[config.mk]
export PLATFORM = sky130hd
export DESIGN_NAME = gray_arb_ctrl
export DESIGN_NICKNAME = d
export VERILOG_FILES = /design/src/rtl/gray_arb_pkg.sv /design/src/rtl/gray_gen.sv /design/src/rtl/gray_arb_ctrl.sv
export SDC_FILE = /design/constraint.sdc
export NUM_CORES = 1
export LEC_CHECK = 0
export ABC_AREA = 1
export ABC_CLOCK_PERIOD_IN_PS = 2300
export BUFFER_PORTS_ARGS = -buffer_cell sky130_fd_sc_hd__buf_4
export CAP_MARGIN = 30
export CORE_ASPECT_RATIO = 1.2
export CORE_UTILIZATION = 53
export DETAILED_ROUTE_END_ITERATION = 6
export PLACE_DENSITY_LB_ADDON = 0.05
export SYNTH_ARGS = -nofsm -noshare
export SYNTH_HDL_FRONTEND = slang
export SYNTH_SLANG_ARGS = --single-unit
[constraint.sdc]
create_clock -name clk -period 2.3 [get_ports clk]
set_clock_uncertainty 0.15 [all_clocks]
set_input_delay 0.115 -clock clk [delete_from_list [all_inputs] [get_ports clk]]
set_output_delay 0.115 -clock clk [all_outputs]
set_load 0.01 [all_outputs]
[src/rtl/gray_arb_pkg.sv]
// Shared types and helpers for the round-robin Gray-code arbiter.
package gray_arb_pkg;

    localparam int unsigned WIDTH_DEF = 5;
    localparam int unsigned NREQ_DEF  = 4;
    localparam int unsigned LEN_W_DEF = 5;
    localparam int unsigned IDX_W     = $clog2(NREQ_DEF);

    typedef enum logic [1:0] {
        IDLE  = 2'd0,
        GRANT = 2'd1,
        RUN   = 2'd2,
        DONE  = 2'd3
    } state_e;

    function automatic logic [31:0] bin2gray(input logic [31:0] bin);
        return bin ^ (bin >> 1);
    endfunction

endpackage

[src/rtl/gray_gen.sv]
// Binary counter with advance, and a registered Gray view of its next value.
module gray_gen
    import gray_arb_pkg::*;
#(
    parameter int unsigned WIDTH = WIDTH_DEF
) (
    input  logic             clk,
    input  logic             reset,
    input  logic             adv_i,
    output logic [WIDTH-1:0] gray_o
);

    logic [WIDTH-1:0] count_q;
    logic [WIDTH-1:0] count_d;
    logic [WIDTH-1:0] gray_q;
    logic [WIDTH-1:0] gray_d;

    always_comb begin
        count_d = count_q;
        if (adv_i) begin
            count_d = count_q + WIDTH'(1);
        end
        gray_d = WIDTH'(bin2gray(32'(count_d)));
    end

    always_ff @(posedge clk) begin
        if (reset) begin
            count_q <= '0;
            gray_q  <= '0;
        end else begin
            count_q <= count_d;
            gray_q  <= gray_d;
        end
    end

    assign gray_o = gray_q;

endmodule

[src/rtl/gray_arb_ctrl.sv]
// Round-robin arbiter handing bursts of one shared Gray sequence to requesters.
// Optional adjacency checker: define GRAY_ARB_CTRL_CHECK_EN.
module gray_arb_ctrl
    import gray_arb_pkg::*;
#(
    parameter int unsigned WIDTH = WIDTH_DEF,
    parameter int unsigned NREQ  = NREQ_DEF,
    parameter int unsigned LEN_W = LEN_W_DEF
) (
    input  logic                    clk,
    input  logic                    reset,
    input  logic [NREQ-1:0]         req,
    input  logic [NREQ*LEN_W-1:0]   req_len,
    output logic [NREQ-1:0]         grant,
    output logic [WIDTH-1:0]        gray_out,
    output logic                    gray_valid,
    input  logic                    gray_ready,
    output logic                    busy,
    output logic                    done,
    output logic [$clog2(NREQ)-1:0] done_id,
    output logic                    gray_err
);

    localparam int unsigned ID_W   = $clog2(NREQ);
    localparam logic [ID_W:0] NREQ_W = (ID_W+1)'(NREQ);
    localparam logic [ID_W-1:0] LAST_ID = ID_W'(NREQ - 1);

    state_e            state_q, state_d;
    logic [ID_W-1:0]   winner_q, winner_d;
    logic [ID_W-1:0]   rr_ptr_q, rr_ptr_d;
    logic [LEN_W-1:0]  remaining_q, remaining_d;
    logic [NREQ-1:0]   grant_q, grant_d;
    logic              valid_q, valid_d;
    logic              busy_q, busy_d;
    logic              done_q, done_d;
    logic [ID_W-1:0]   done_id_q, done_id_d;

    logic [ID_W-1:0]   pick_c;
    logic [ID_W:0]     idx_c;
    logic [LEN_W-1:0]  len_c;
    logic              adv_c;

    // First set request at or after rr_ptr, wrapping; lowest offset wins.
    always_comb begin
        pick_c = rr_ptr_q;
        idx_c  = '0;
        for (int i = int'(NREQ) - 1; i >= 0; i--) begin
            idx_c = {1'b0, rr_ptr_q} + (ID_W+1)'(i);
            if (idx_c >= NREQ_W) begin
                idx_c = idx_c - NREQ_W;
            end
            if (req[ID_W'(idx_c)]) begin
                pick_c = ID_W'(idx_c);
            end
        end
    end

    always_comb begin
        len_c = '0;
        for (int i = 0; i < int'(NREQ); i++) begin
            if (ID_W'(i) == pick_c) begin
                len_c = req_len[i*LEN_W +: LEN_W];
            end
        end
    end

    // Next state and next registered outputs.
    always_comb begin
        state_d     = state_q;
        winner_d    = winner_q;
        rr_ptr_d    = rr_ptr_q;
        remaining_d = remaining_q;
        grant_d     = '0;
        valid_d     = 1'b0;
        busy_d      = 1'b0;
        done_d      = 1'b0;
        done_id_d   = done_id_q;
        adv_c       = 1'b0;

        case (state_q)
            IDLE: begin
                if (|req) begin
                    winner_d    = pick_c;
                    remaining_d = len_c;
                    grant_d     = NREQ'(1) << pick_c;
                    busy_d      = 1'b1;
                    state_d     = GRANT;
                end
            end
            GRANT: begin
                grant_d = grant_q;
                busy_d  = 1'b1;
                valid_d = 1'b1;
                state_d = RUN;
            end
            RUN: begin
                grant_d = grant_q;
                busy_d  = 1'b1;
                valid_d = 1'b1;
                if (valid_q && gray_ready) begin
                    adv_c = 1'b1;
                    if (remaining_q == '0) begin
                        grant_d   = '0;
                        busy_d    = 1'b0;
                        valid_d   = 1'b0;
                        done_d    = 1'b1;
                        done_id_d = winner_q;
                        state_d   = DONE;
                    end else begin
                        remaining_d = remaining_q - LEN_W'(1);
                    end
                end
            end
            DONE: begin
                rr_ptr_d = (winner_q == LAST_ID) ? '0 : winner_q + ID_W'(1);
                state_d  = IDLE;
            end
            default: state_d = IDLE;
        endcase
    end

    always_ff @(posedge clk) begin
        if (reset) begin
            state_q     <= IDLE;
            winner_q    <= '0;
            rr_ptr_q    <= '0;
            remaining_q <= '0;
            grant_q     <= '0;
            valid_q     <= 1'b0;
            busy_q      <= 1'b0;
            done_q      <= 1'b0;
            done_id_q   <= '0;
        end else begin
            state_q     <= state_d;
            winner_q    <= winner_d;
            rr_ptr_q    <= rr_ptr_d;
            remaining_q <= remaining_d;
            grant_q     <= grant_d;
            valid_q     <= valid_d;
            busy_q      <= busy_d;
            done_q      <= done_d;
            done_id_q   <= done_id_d;
        end
    end

    gray_gen #(
        .WIDTH (WIDTH)
    ) u_gray_gen (
        .clk    (clk),
        .reset  (reset),
        .adv_i  (adv_c),
        .gray_o (gray_out)
    );

`ifdef GRAY_ARB_CTRL_CHECK_EN
    logic [WIDTH-1:0] prev_q;
    logic             prev_vld_q;
    logic             err_q;

    // Every accepted code must differ from the previous accepted code in one bit.
    always_ff @(posedge clk) begin
        if (reset) begin
            prev_q     <= '0;
            prev_vld_q <= 1'b0;
            err_q      <= 1'b0;
        end else if (adv_c) begin
            prev_q     <= gray_out;
            prev_vld_q <= 1'b1;
            if (prev_vld_q && ($countones(gray_out ^ prev_q) != 1)) begin
                err_q <= 1'b1;
            end
        end
    end

    assign gray_err = err_q;
`else
    assign gray_err = 1'b0;
`endif

    assign grant      = grant_q;
    assign gray_valid = valid_q;
    assign busy       = busy_q;
    assign done       = done_q;
    assign done_id    = done_id_q;

endmodule

* After elaboration in Yosys (flattened, before gate mapping)
Index checks and enable logic that the tools add are counted.
Storage, ports and cells: bits in latches 0, bits of input ports 27, memories 0, bits in registers 30, memory bits (read-only) 0, memory bits (writable) 0, word-level logic and storage cells 99
Cells by class: shifts and indexed selects 1, add/subtract/negate cells 10, bitwise gates (word level) 4, muxes and demuxes 42, reductions and logical operators 12, equality and inequality tests 11, multiply operators 0, divide/modulo/power cells 0, $lt $le $gt $ge 8
Operators with widths (number):
- $mux 5 | 8
- $mux 2 | 12
- $lt 2x3->1 const B | 4
- $mux 4 | 3
- $pmux 4 s3 | 1
- $mux 1 | 10
- $pmux 5 s2 | 1
- $ge 3x3->1 const B | 3
- $reduce_and 3->1 | 3
- $bmux 1 s2 | 4
- $ne 2x2->1 const B | 4
- $pmux 2 s4 | 1
- $sub 2x1->2 const B | 4
- $add 2x2->3 const B | 2
- $eq 2x2->1 const B | 3
- $add 5x1->5 const B | 1
- $logic_not 5->1 | 1
- $sub 5x1->5 const B | 1
- $xor 5x4->5 | 1
- $eq 2x2->1 const A | 2
- $logic_not 2->1 | 2
- $reduce_and 4->1 | 1
- $reduce_or 4->1 | 1
- $shl 1x2->4 const A | 1
- other kinds (12) | 14

* Depth between registers and ports, before layout
depth in word-level cells 16, depth in mapped cells 18, mapped depth without buffers 17

* Modules after synthesis
From an unflattened synthesis, not the netlist that was laid out.
Unflattened totals: cell total of the unflattened synthesis 275, area total of the unflattened synthesis 1813.0 um^2
By module, submodules not included:
- gray_arb_ctrl | area an instance 1412.6 um^2, cells each 221, seq. area each 400.4 um^2, times used 1
- gray_gen | area an instance 400.4 um^2, cells each 54, seq. area each 180.2 um^2, times used 1

* Worst setup path after synthesis
Ideal clock, no wire load.
path type reg-to-reg, start point reg state_q[0], end point reg remaining_q[2], data arrival time 1.688 ns, cell stages (with the launch flop) 11, buffers on the path 1, data required time 2.083 ns, period minus slack after synthesis 1.905 ns, setup slack 0.395 ns, setup time 0.067 ns, cells stage by stage dfxtp_1 -> inv_1 -> ha_1 -> buf_6 -> inv_1 -> o21ai_0 -> a21oi_1 -> inv_1 -> a31oi_1 -> nand2_1 -> a21oi_2
On the way: cells in the longest elaborated chain, start to end 3, elaborated cells between the ends (all ways) 8
Ends and longest elaborated chain:
- start: declaration | RTL line gray_arb_ctrl.sv:28 | state_e state_q, state_d;
- start signal: assignment | RTL line gray_arb_ctrl.sv:134 | state_q <= state_d;
- $eq 2x2->1 or $logic_not 2->1 (tied branches) | RTL line gray_arb_ctrl.sv:80 | case (state_q)
- $ne 2x2->1 (no source line) or $reduce_bool 2->1 (tied branches)
- $reduce_and 4->1 (no source line)
- end signal: assignment | RTL line gray_arb_ctrl.sv:137 | remaining_q <= remaining_d;
- end: declaration | RTL line gray_arb_ctrl.sv:31 | logic [LEN_W-1:0] remaining_q, remaining_d;
Parallel ways exist; a longest one is shown, timed or not. A chain may end at the register's enable or synchronous reset.

* Final worst setup path
Ends and elaborated chain as after synthesis.

==> results.py <==
metrics = {
    "setup_path": {
        "critPathMaxFanout": 8,
        "critPathMaxStageDelay_ns": 0.40,
        "r2r_end": "remaining_q[2]$_SDFFE_PP0P_",
        "cp_common_cell": "inv_1",
        "crit_chain": "inv_1 > ha_1 > inv_1 > o21ai_0 > a21oi_1 > inv_1 > a31oi_1 > nand2_1 > a21oi_2",
        "start_kind": "flop",
        "slowest_stage": "dfxtp_1",
        "crit_required_ns": 2.44,
        "worstRegToRegCells": 9,
        "worstSetupPathType": "flop to flop",
        "crit_path_start": "state_q[0]$_SDFFE_PP0P_",
        "timing.rr.start": "state_q[0]$_SDFFE_PP0P_",
        "ff2ff_setup_slack_ns": 0.16,
        "cp-endpoint": "remaining_q[2]$_SDFFE_PP0P_",
        "endpoint_kind": "flop",
        "cp.arrival_ns": 2.28,
    },
    "clock_tree": {
        "clockBufferDepth": 2,
        "cts.sinks": 29,
        "cts-root-buf": "clkbuf_4",
        "cts_tree": "yes",
        "clk_latency_ns": 0.34,
        "cts_max_level": 2,
        "cts_buffers": 5,
        "cts.clk_slew.worst_paths_ns": 0.11,
    },
    "global_routing": {
        "grtUsageTotal_pct": 24.2,
        "grt_max_degree": 19,
        "antenna_found_initial": 0,
        "grt_pass1_wl_mm": 6.21,
        "grt_pass1_vias": 1551,
        "grt_overflow": 0,
    },
    "synthesis": {
        "synth_commonest_cells": "76 x nand2_1, 38 x inv_1, 29 x dfxtp_1",
        "synth_seq_cells": 29,
        "ys.flop_type": "dfxtp_1",
        "syn_area_per_cell_um2": 6.61,
        "ys_async_sr_fraction_pct": 0,
        "synth_top_cell_by_area": "dfxtp_1",
        "syn-cell-area_um2": 1790,
        "synthTopCellsByArea": "dfxtp_1 33%, nand2_1 16%, inv_1 8.0%",
        "synth_edf_count": 0,
        "synthCells": 270,
        "seq_area_frac_synth_pct": 32.5,
        "synth_nets": 306,
        "synth_top_area_share_pct": 32.5,
        "ys_warn_count": 0,
        "yosysUniqueCellTypes": 33,
        "synth_most_common_cell": "nand2_1",
    },
    "pwr": {
        "ir_drop_uv": 922,
        "powerDensity_nw_per_um2": 976,
        "p_leak_uw": 0.00114,
    },
    "timing": {
        "clock.fmax_mhz": 468,
        "final_max_slew_viol_count": 0,
        "setup_ws_ns": 0.161,
        "hold_violations": 0,
        "rsz0062_at_grt": "false",
        "fin_crit_sh_pct": 93.0,
        "fin_crit_ns": 2.14,
        "max-slew-margin-rel_pct": 67.3,
        "holdWs_ns": 0.00870,
        "tightest_slew_ns": 0.487,
        "setup_violations": 0,
        "fin_tns_setup_ns": 0,
    },
    "drt": {
        "met3_length_um": 168,
        "routedWlPerCell_um": 11.0,
        "drt-pass1-iter-count": 4,
        "wl_met2_mm": 1.93,
        "drt_iter0_drc": 39,
        "drc": 0,
        "via_per_inst": 4.88,
        "wl_mm": 3.86,
        "routed-via-count": 1714,
        "wirelength_met1_mm": 1.70,
        "antenna_left": 0,
        "maxUsedRoutingLayer": "met4",
    },
    "layout": {
        "antenna_cells": 0,
        "syn2layout_area_growth_pct": 22.2,
        "fin_nets": 350,
        "drive_above_1_share_pct": 23.2,
    },
    "min_path": {
        "worstHoldPathType": "input port to flop",
        "hold_depth": 5,
    },
    "run_status": {
        "status": "finished, final reports clean",
    },
    "die": {
        "die_w_um": 55.0,
        "initial_core_util_pct": 56.9,
        "io_pins": 42,
        "core.rowCount": 22,
        "die_y_um": 65.6,
        "design.die.area_um2": 3610,
        "core_um2": 3140,
    },
    "placement": {
        "gp_congestion": 0.796,
        "io_buffers": 40,
        "dp_slack_ns": 0.197,
        "post-dp-hpwl_mm": 3.06,
    },
    "run": {
        "cap_violations": 0,
    },
}
-- registers in the layout, indices dropped and copies added, names as in the netlist --
| signal | cells |
|---|---|
| remaining_q | 5 |
| u_gray_gen.gray_o | 5 |
| grant | 4 |
| u_gray_gen.count_q | 4 |
| done_id | 2 |
| rr_ptr_q | 2 |
| state_q | 2 |
| winner_q | 2 |
| busy | 1 |
| done | 1 |
| gray_valid | 1 |
-- cell type report --
cell class / count / area, um2
Inverter: 41 / 161
Clock buffer: 5 / 37.5
Tap cell: 36 / 45.0
Sequential cell: 29 / 582
Fill cell: 315 / 956
Clock inverter: 3 / 22.5
Multi-Input combinational cell: 193 / 998
Timing Repair Buffer: 44 / 335
-- layer usage --
layer / vias to the layer above / GRT usage, %
met1: 742 / 26.2
met4: 0 / 9.06
met2: 32 / 42.5
met3: 6 / 6.94
met5: - / 0
li1: 934 / -
-- worst max-delay path, delay by kind of cell (launching register included) --
| kind | cells | cell delay, ns |
|---|---|---|
| DFF | 1 | 0.40 |
| and+or+nand+nor | 1 | 0.08 |
| buffers and inverters | 3 | 0.52 |
| adders and majority gates | 1 | 0.22 |
| AOI/OAI and AO/OA | 4 | 0.72 |
-- report_power, final --
group,internal (uW),switching [uW]
Clock,118,198
Combinational,418,706
Sequential,607,82.3
Total,1140,987
-- timing repair --
| item | 4_1_cts | 5_1_grt |
|---|---|---|
| setup buffers | 0 | 0 |
| hold buffers | 2 | 0 |
| setup endpoints to repair | 0 | 4 |
| gates resized for setup | 0 | 2 |
| endpoints found under the hold margin | 16 | 0 |
-- per-stage QoR --
step | std cells | util [%] | cell area [um2] | total power, uW
5_1_grt | 351 | 69.5 | 2180 | 2330
4_1_cts | 351 | 69.3 | 2180 | 2140
2_1_floorplan | 270 | - | 1790 | 1540
3_5_place_dp | 341 | 66.8 | 2100 | 1820
6_report | 351 | 69.5 | 2180 | 2130
3_3_place_gp | 341 | 66.8 | 2100 | 1800
-- cells in the final DEF (no fill, tap or decap), drive strengths merged, types with 3 or more instances in the layout --
cell type and n:
nand2 87, buf 42, inv 41, nor2 30, dfxtp 29, a21oi 20
o21ai 17, nand3 11, ha 9, clkbuf 5, nand4 4, xor2 3
clkinvlp 3
-- kinds of logic (layout without fill, tap and decap cells) --
| group | Yosys count | count (layout) | synth area share, % |
|---|---|---|---|
| AO/OA/AOI/OAI | 41 | 41 | 12.6 |
| AND/OR/NAND/NOR | 136 | 136 | 33.5 |
| adder cells (fa/ha/maj) | 9 | 9 | 6.31 |
| other | 1 | 1 | 0.210 |
| flip-flops | 29 | 29 | 32.5 |
| buffers and inverters | 48 | 93 | 11.8 |
| XOR/XNOR | 5 | 5 | 2.45 |
| multiplexers | 1 | 1 | 0.561 |
-- worst min-delay path by stage --
stage	slack, ns	endpoint	startpoint
CTS	0.003	remaining_q[0]$_SDFFE_PP0P_	req_len[15]
global route	0.04	remaining_q[0]$_SDFFE_PP0P_	req_len[10]
floorplan	0.21	grant[0]$_SDFFE_PP0P_	reset
detailed placement	0.29	remaining_q[2]$_SDFFE_PP0P_	reset
global placement	0.28	remaining_q[2]$_SDFFE_PP0P_	reset
finish	0.009	remaining_q[0]$_SDFFE_PP0P_	req_len[15]
No activity file was read; power rests on OpenSTA's default activity.
